**src/rtl/div_pkg.sv**
```systemverilog
// Shared types and constants for the multi-cycle restoring divider.
package div_pkg;

    localparam int DIV_WIDTH_DEFAULT = 32;
    localparam int DIV_LATENCY       = DIV_WIDTH_DEFAULT + 2;

    typedef enum logic [2:0] {
        IDLE = 3'd0,
        PREP = 3'd1,
        ITER = 3'd2,
        FIX  = 3'd3,
        DONE = 3'd4
    } div_state_e;

endpackage

```
**src/rtl/div_if.sv**
```systemverilog
// Start/busy/done divide request bundle between the execute stage and the divider.
// Handshake: start is sampled only while the divider is idle or in its done cycle;
// done is a one-cycle pulse and the results stay valid until the next accepted start.
interface div_if
    import div_pkg::*;
#(
    parameter int WIDTH = DIV_WIDTH_DEFAULT
) ();

    logic             start;
    logic             signed_op;
    logic [WIDTH-1:0] dividend;
    logic [WIDTH-1:0] divisor;
    logic             busy;
    logic             done;
    logic [WIDTH-1:0] quotient;
    logic [WIDTH-1:0] remainder;
    logic             div_by_zero;

    modport master (
        output start, signed_op, dividend, divisor,
        input  busy, done, quotient, remainder, div_by_zero
    );

    modport slave (
        input  start, signed_op, dividend, divisor,
        output busy, done, quotient, remainder, div_by_zero
    );

endinterface

```
**src/rtl/div_step.sv**
```systemverilog
// One restoring-division step: shift in the next dividend bit, trial-subtract D.
module div_step #(
    parameter int WIDTH = 32
) (
    input  logic [WIDTH:0]   r_in,
    input  logic             q_in,
    input  logic [WIDTH-1:0] d,
    output logic [WIDTH:0]   r_out,
    output logic             q_bit
);

    logic [WIDTH:0] r_sh;
    logic [WIDTH:0] diff;

    always_comb begin
        r_sh  = {r_in[WIDTH-1:0], q_in};
        diff  = r_sh - {1'b0, d};
        // A set r_in MSB means the shifted value exceeds any D, so the subtract must succeed.
        q_bit = r_in[WIDTH] | ~diff[WIDTH];
        r_out = q_bit ? diff : r_sh;
    end

endmodule

```
**src/rtl/div_sequencer.sv**
```systemverilog
// Multi-cycle div/divu controller: PREP, WIDTH restoring steps, FIX, DONE pulse.
// Signed operation is compiled in only when DIV_SIGNED_EN is defined.
module div_sequencer
    import div_pkg::*;
#(
    parameter int WIDTH = DIV_WIDTH_DEFAULT
) (
    input  logic       clk,
    input  logic       rst,
    div_if.slave       bus,
    output div_state_e dbg_state
);

    localparam int CW = $clog2(WIDTH);

    div_state_e       state_q, state_d;
    logic [WIDTH-1:0] a_q, a_d;
    logic [WIDTH-1:0] b_q, b_d;
    logic [WIDTH-1:0] d_q, d_d;
    logic [WIDTH-1:0] qs_q, qs_d;
    logic [WIDTH:0]   r_q, r_d;
    logic [CW-1:0]    cnt_q, cnt_d;
    logic             dz_q, dz_d;
    logic [WIDTH-1:0] quo_q, quo_d;
    logic [WIDTH-1:0] rem_q, rem_d;
    logic             dbz_q, dbz_d;
    logic [WIDTH:0]   step_r;
    logic             step_q;
`ifdef DIV_SIGNED_EN
    logic             sop_q, sop_d;
    logic             neg_q_q, neg_q_d;
    logic             neg_r_q, neg_r_d;
`else
    logic             signed_op_unused;
    assign signed_op_unused = bus.signed_op;
`endif

    div_step #(.WIDTH(WIDTH)) u_step (
        .r_in (r_q),
        .q_in (qs_q[WIDTH-1]),
        .d    (d_q),
        .r_out(step_r),
        .q_bit(step_q)
    );

    always_comb begin
        state_d = state_q;
        a_d     = a_q;
        b_d     = b_q;
        d_d     = d_q;
        qs_d    = qs_q;
        r_d     = r_q;
        cnt_d   = cnt_q;
        dz_d    = dz_q;
        quo_d   = quo_q;
        rem_d   = rem_q;
        dbz_d   = dbz_q;
`ifdef DIV_SIGNED_EN
        sop_d   = sop_q;
        neg_q_d = neg_q_q;
        neg_r_d = neg_r_q;
`endif
        case (state_q)
            IDLE, DONE: begin
                if (bus.start) begin
                    state_d = PREP;
                    a_d     = bus.dividend;
                    b_d     = bus.divisor;
`ifdef DIV_SIGNED_EN
                    sop_d   = bus.signed_op;
`endif
                end else begin
                    state_d = IDLE;
                end
            end
            PREP: begin
`ifdef DIV_SIGNED_EN
                neg_r_d = sop_q & a_q[WIDTH-1];
                neg_q_d = (sop_q & a_q[WIDTH-1]) ^ (sop_q & b_q[WIDTH-1]);
                qs_d    = (sop_q & a_q[WIDTH-1]) ? -a_q : a_q;
                d_d     = (sop_q & b_q[WIDTH-1]) ? -b_q : b_q;
`else
                qs_d    = a_q;
                d_d     = b_q;
`endif
                r_d     = '0;
                cnt_d   = CW'(WIDTH - 1);
                dz_d    = (b_q == '0);
                state_d = ITER;
            end
            ITER: begin
                r_d  = step_r;
                qs_d = {qs_q[WIDTH-2:0], step_q};
                if (cnt_q == '0) begin
                    state_d = FIX;
                end else begin
                    cnt_d = cnt_q - 1'b1;
                end
            end
            FIX: begin
                // Divide by zero reports the untouched dividend, never the iterated value.
                if (dz_q) begin
                    quo_d = '1;
                    rem_d = a_q;
                    dbz_d = 1'b1;
                end else begin
`ifdef DIV_SIGNED_EN
                    quo_d = neg_q_q ? -qs_q : qs_q;
                    rem_d = neg_r_q ? -r_q[WIDTH-1:0] : r_q[WIDTH-1:0];
`else
                    quo_d = qs_q;
                    rem_d = r_q[WIDTH-1:0];
`endif
                    dbz_d = 1'b0;
                end
                state_d = DONE;
            end
            default: state_d = IDLE;
        endcase
    end

    always_ff @(posedge clk or posedge rst) begin
        if (rst) begin
            state_q <= IDLE;
            a_q     <= '0;
            b_q     <= '0;
            d_q     <= '0;
            qs_q    <= '0;
            r_q     <= '0;
            cnt_q   <= '0;
            dz_q    <= 1'b0;
            quo_q   <= '0;
            rem_q   <= '0;
            dbz_q   <= 1'b0;
`ifdef DIV_SIGNED_EN
            sop_q   <= 1'b0;
            neg_q_q <= 1'b0;
            neg_r_q <= 1'b0;
`endif
        end else begin
            state_q <= state_d;
            a_q     <= a_d;
            b_q     <= b_d;
            d_q     <= d_d;
            qs_q    <= qs_d;
            r_q     <= r_d;
            cnt_q   <= cnt_d;
            dz_q    <= dz_d;
            quo_q   <= quo_d;
            rem_q   <= rem_d;
            dbz_q   <= dbz_d;
`ifdef DIV_SIGNED_EN
            sop_q   <= sop_d;
            neg_q_q <= neg_q_d;
            neg_r_q <= neg_r_d;
`endif
        end
    end

    assign bus.busy        = (state_q == PREP) || (state_q == ITER) || (state_q == FIX);
    assign bus.done        = (state_q == DONE);
    assign bus.quotient    = quo_q;
    assign bus.remainder   = rem_q;
    assign bus.div_by_zero = dbz_q;
    assign dbg_state       = state_q;

endmodule

```
**src/flat_wrapper.sv**
```systemverilog
// flat-port wrapper written by rule: the top's interface ports become plain ports
module div_sequencer_flat import div_pkg::*;
#(
    parameter int WIDTH = DIV_WIDTH_DEFAULT
)
  (clk, rst, dbg_state, bus_start, bus_signed_op, bus_dividend, bus_divisor, bus_busy, bus_done, bus_quotient, bus_remainder, bus_div_by_zero);
  div_if #(.WIDTH(WIDTH)) bus_i ();
  input  logic clk;
  input  logic rst;
  output div_state_e dbg_state;
  input wire logic [$bits(bus_i.start)-1:0] bus_start;
  input wire logic [$bits(bus_i.signed_op)-1:0] bus_signed_op;
  input wire logic [$bits(bus_i.dividend)-1:0] bus_dividend;
  input wire logic [$bits(bus_i.divisor)-1:0] bus_divisor;
  output wire logic [$bits(bus_i.busy)-1:0] bus_busy;
  output wire logic [$bits(bus_i.done)-1:0] bus_done;
  output wire logic [$bits(bus_i.quotient)-1:0] bus_quotient;
  output wire logic [$bits(bus_i.remainder)-1:0] bus_remainder;
  output wire logic [$bits(bus_i.div_by_zero)-1:0] bus_div_by_zero;
  assign bus_i.start = bus_start;
  assign bus_i.signed_op = bus_signed_op;
  assign bus_i.dividend = bus_dividend;
  assign bus_i.divisor = bus_divisor;
  assign bus_busy = bus_i.busy;
  assign bus_done = bus_i.done;
  assign bus_quotient = bus_i.quotient;
  assign bus_remainder = bus_i.remainder;
  assign bus_div_by_zero = bus_i.div_by_zero;
  div_sequencer #(.WIDTH(WIDTH)) u_core (.clk(clk), .rst(rst), .bus(bus_i), .dbg_state(dbg_state));
endmodule
```
**config.mk**
```make
export PLATFORM = sky130hd
export DESIGN_NAME = div_sequencer_flat
export DESIGN_NICKNAME = d
export VERILOG_FILES = /design/src/rtl/div_pkg.sv /design/src/rtl/div_if.sv /design/src/rtl/div_step.sv /design/src/rtl/div_sequencer.sv /design/src/flat_wrapper.sv
export SDC_FILE = /design/constraint.sdc
export NUM_CORES = 1
export LEC_CHECK = 0
export CELL_PAD_IN_SITES_DETAIL_PLACEMENT = 1
export CELL_PAD_IN_SITES_GLOBAL_PLACEMENT = 2
export CORE_MARGIN = 2
export CORE_UTILIZATION = 41
export DETAILED_ROUTE_END_ITERATION = 7
export DONT_BUFFER_PORTS = 1
export GPL_TIMING_DRIVEN = 1
export PLACE_DENSITY_LB_ADDON = 0.1
export SETUP_SLACK_MARGIN = 0.3
export SKIP_LAST_GASP = 1
export SYNTH_ARGS = -nofsm -noshare
export SYNTH_HDL_FRONTEND = slang
export SYNTH_SLANG_ARGS = --single-unit
```
**constraint.sdc**
```tcl
create_clock -name clk -period 8.2 [get_ports clk]
set_input_delay 0.82 -clock clk [delete_from_list [all_inputs] [get_ports clk]]
set_output_delay 0.82 -clock clk [all_outputs]
set_load 0.03 [all_outputs]
```
==> flow_summary_export.csv <==
group,metric,value,unit
run_status,status,"finished, final reports clean",
routing,drtPass1Iterations,5,
routing,viasPerCell,5.40,
die,fp.dieH,170,um
logic_synthesis,synthArstFlopShare,1.00,
job,cap_violations,0,
timing,setup_viol,0,
die,coreArea,27000,sq um
worst_setup_path,worstSetupEndpointType,"flip-flop",
worst_setup_path,crit_type,"flip-flop to flip-flop",
clock_tree,numClockSinks,235,
clock_tree,post-cts-setup-buffers,0,
timing,skew,0.0187,ns
logic_synthesis,synthCells,1134,
power_and_ir_drop,vdd_drop_max,0.000210,V
die,io_pins,138,
logic_synthesis,yosysUniqueCellTypes,60,
worst_setup_path,crit_arrival,4.45,ns
power_and_ir_drop,p_leak,5.53,nW
worst_setup_path,path_depth,12,
logic_synthesis,synth_edf_count,0,
worst_setup_path,regToRegSetupSlack,4.19,ns
routing,drt_iter0_drc,437,
finish,drive_above_1_share,0.124,
timing,grt_setup_unrepaired,"false",
place,pre_cts_slack,4.15,ns
worst_setup_path,worstPathMaxFanout,32,
finish,areaGrowthSynthToFinish,9.98,%
worst_setup_path,path_cells,"inv_1, ha_1, inv_1, fa_1, a211o_1, a2111oi_4, o311a_4, a2111oi_4, or3_4, a31oi_4, nand2_1, o211ai_1",
global_route,antenna_found_initial,0,
clock_tree,cts-resized-gates,0,
power_and_ir_drop,powerDensity,492,nW/um^2
timing,max_slew_margin,0.299,
logic_synthesis,ys.flop_type,"dfrtp_1",
place,place_inst,1418,
clock_tree,clock_tree.root_cell,"clkbuf_16",
clock_tree,cts_max_level,1,
routing,wl,28.6,mm
clock_tree,cts_buffers,27,
worst_setup_path,crit_family,"compound AO/OA/AOI/OAI gates",
worst_setup_path,r2r_cells,12,
worst_setup_path,cp-start-kind,"flip-flop",
finish,final_cell_mix,"234 x dfrtp_1, 225 x nand2_1, 117 x o21ai_0, 80 x nor2_1, 64 x mux2_2",
min_path,hp-class,"input port to asynchronous set/reset pin",
routing,detail_route.wl_per_cell,19.5,um
timing,fin_crit,4.01,ns
clock_tree,clock_path_buffers,3,
worst_setup_path,path_buf_inv,2,
logic_synthesis,yosysTopAreaCellShare,0.519,
logic_synthesis,yosys.area.top_type,"dfrtp_1",
global_route,grt_pass1_wl,46.0,mm
timing,tns,0,ns
global_route,grt_max_degree,101,
global_route,use_met2,0.305,
global_route,first_global_vias,8105,
clock_tree,clk_latency,0.56,ns
finish,antennaDiodeCount,0,
clock_tree,clkTransAtPathRegs,0.06,ns
timing,fin_ws,4.19,ns
routing,ant_nets,0,
timing,finalHoldViolations,0,
global_route,top_usage_layer,"met2",
timing,fmax,250,MHz
logic_synthesis,netlist_area,11300,sq um
timing,tightest_slew,1.05,ns
logic_synthesis,synth_area_per_cell,9.98,sq um
clock_tree,cts_tree,"built",
routing,drc_errors,0,
global_route,grt_use_met3,0.0323,
clock_tree,cts_hold_buf,0,
finish,mostFrequentLayoutCell,"dfrtp_1",
global_route,globalRouteTotalUtil,0.201,
global_route,gr-usage-met1,0.301,
die,start_util,0.419,
die,rows,60,
logic_synthesis,ys_seq_elements,235,
logic_synthesis,yosysSeqAreaShare,0.519,
die,die_x,170,um
place,io_buffers,0,
worst_setup_path,crit_path_top_delay_cell,"a31oi_4",
die,die_area,29000,sq um
logic_synthesis,yosysWarningCount,0,
worst_setup_path,cp.required,8.65,ns
timing,slew_violations,0,
finish,fillers,3039,
place,dp_hpwl,19.6,mm
routing,vias,7919,
logic_synthesis,syn_nets,1237,
power_and_ir_drop,p_total,6.13,mW
finish,instances_no_fill,1466,
worst_setup_path,cpPeakStageDelay,0.85,ns
place,gp_congestion,0.780,
global_route,gr-total-overflow,0,
timing,post-route-period-util,0.489,
finish,fin_nets,1209,
logic_synthesis,yosys-top-cells-area,"dfrtp_1 52%, nand2_1 7.5%, mux2_2 6.4%",
## cells in the mapped netlist (7+ instances only)
master    instances
a21oi_1          26
dfrtp_1         235
ha_1             34
and3_1            7
xnor2_1          15
a22oi_1          10
clkbuf_1         53
mux2_2           64
o211ai_1         12
o21ai_0         117
nand2_1         226
xor2_1           15
nor2_1           81
inv_1            42
a31oi_1          37
nor4_1            8
mux2i_1          33
a21o_1           16
o211ai_2         10
## routing by layer
layer  vias up  routed length [um]
li1       3885                   -
met1      3877               14700
met2       126               12300
met3        31                1080
met4         0                 584
met5         -                   0
## state kept, by name (all words and copies together), names as in the netlist
name	cells
u_core.qs_q	32
u_core.bus.quotient	32
u_core.dbg_state	3
u_core.b_q	32
u_core.cnt_q	5
u_core.bus.div_by_zero	1
u_core.d_q	32
u_core.dz_q	1
u_core.bus.remainder	32
u_core.r_q	33
u_core.a_q	32
## worst paths after layout
kind	startpoint	end
min in group clk	bus_dividend[26]	u_core.a_q[26]
max in group asynchronous	rst	u_core.qs_q[8]
max	u_core.qs_q[31]	u_core.r_q[24]
min	rst	u_core.bus.quotient[2]
max reg2reg	u_core.qs_q[31]	u_core.r_q[24]
min reg2reg	u_core.b_q[24]	u_core.d_q[24]
## metrics by stage
stage	utilization	hold WS [ns]	cell area, sq um
finish	0.461	0.229	12500
CTS	0.461	0.249	12500
floorplan	-	0.450	11300
detailed placement	0.428	0.497	11600
global route	0.461	0.273	12500
global placement	0.428	0.491	11600
## cells by family after synthesis
| group | Yosys count | share of synthesized area |
|---|---|---|
| buf+inv | 107 | 0.0372 |
| mux | 97 | 0.0928 |
| flops | 235 | 0.519 |
| fa+ha+maj | 35 | 0.0393 |
| simple gates | 363 | 0.134 |
| xor+xnor | 30 | 0.0232 |
| compound gates | 267 | 0.154 |
## report_power, final
| part | switching, mW | internal [mW] |
|---|---|---|
| clock | 0.488 | 0.716 |
| sequential | 0.715 | 1.69 |
| combinational | 1.48 | 1.04 |
| total | 2.68 | 3.45 |
## final cells by class
cell class	count	area [sq um]	area share
Timing Repair Buffer	8	60.1	0.00482
Tap cell	341	427	0.0343
Clock buffer	40	774	0.0622
Multi-Input combinational cell	792	5040	0.404
Clock inverter	8	108	0.00864
Sequential cell	235	5880	0.472
Inverter	42	165	0.0133
Note: power is estimated with default switching activity, not from simulation.
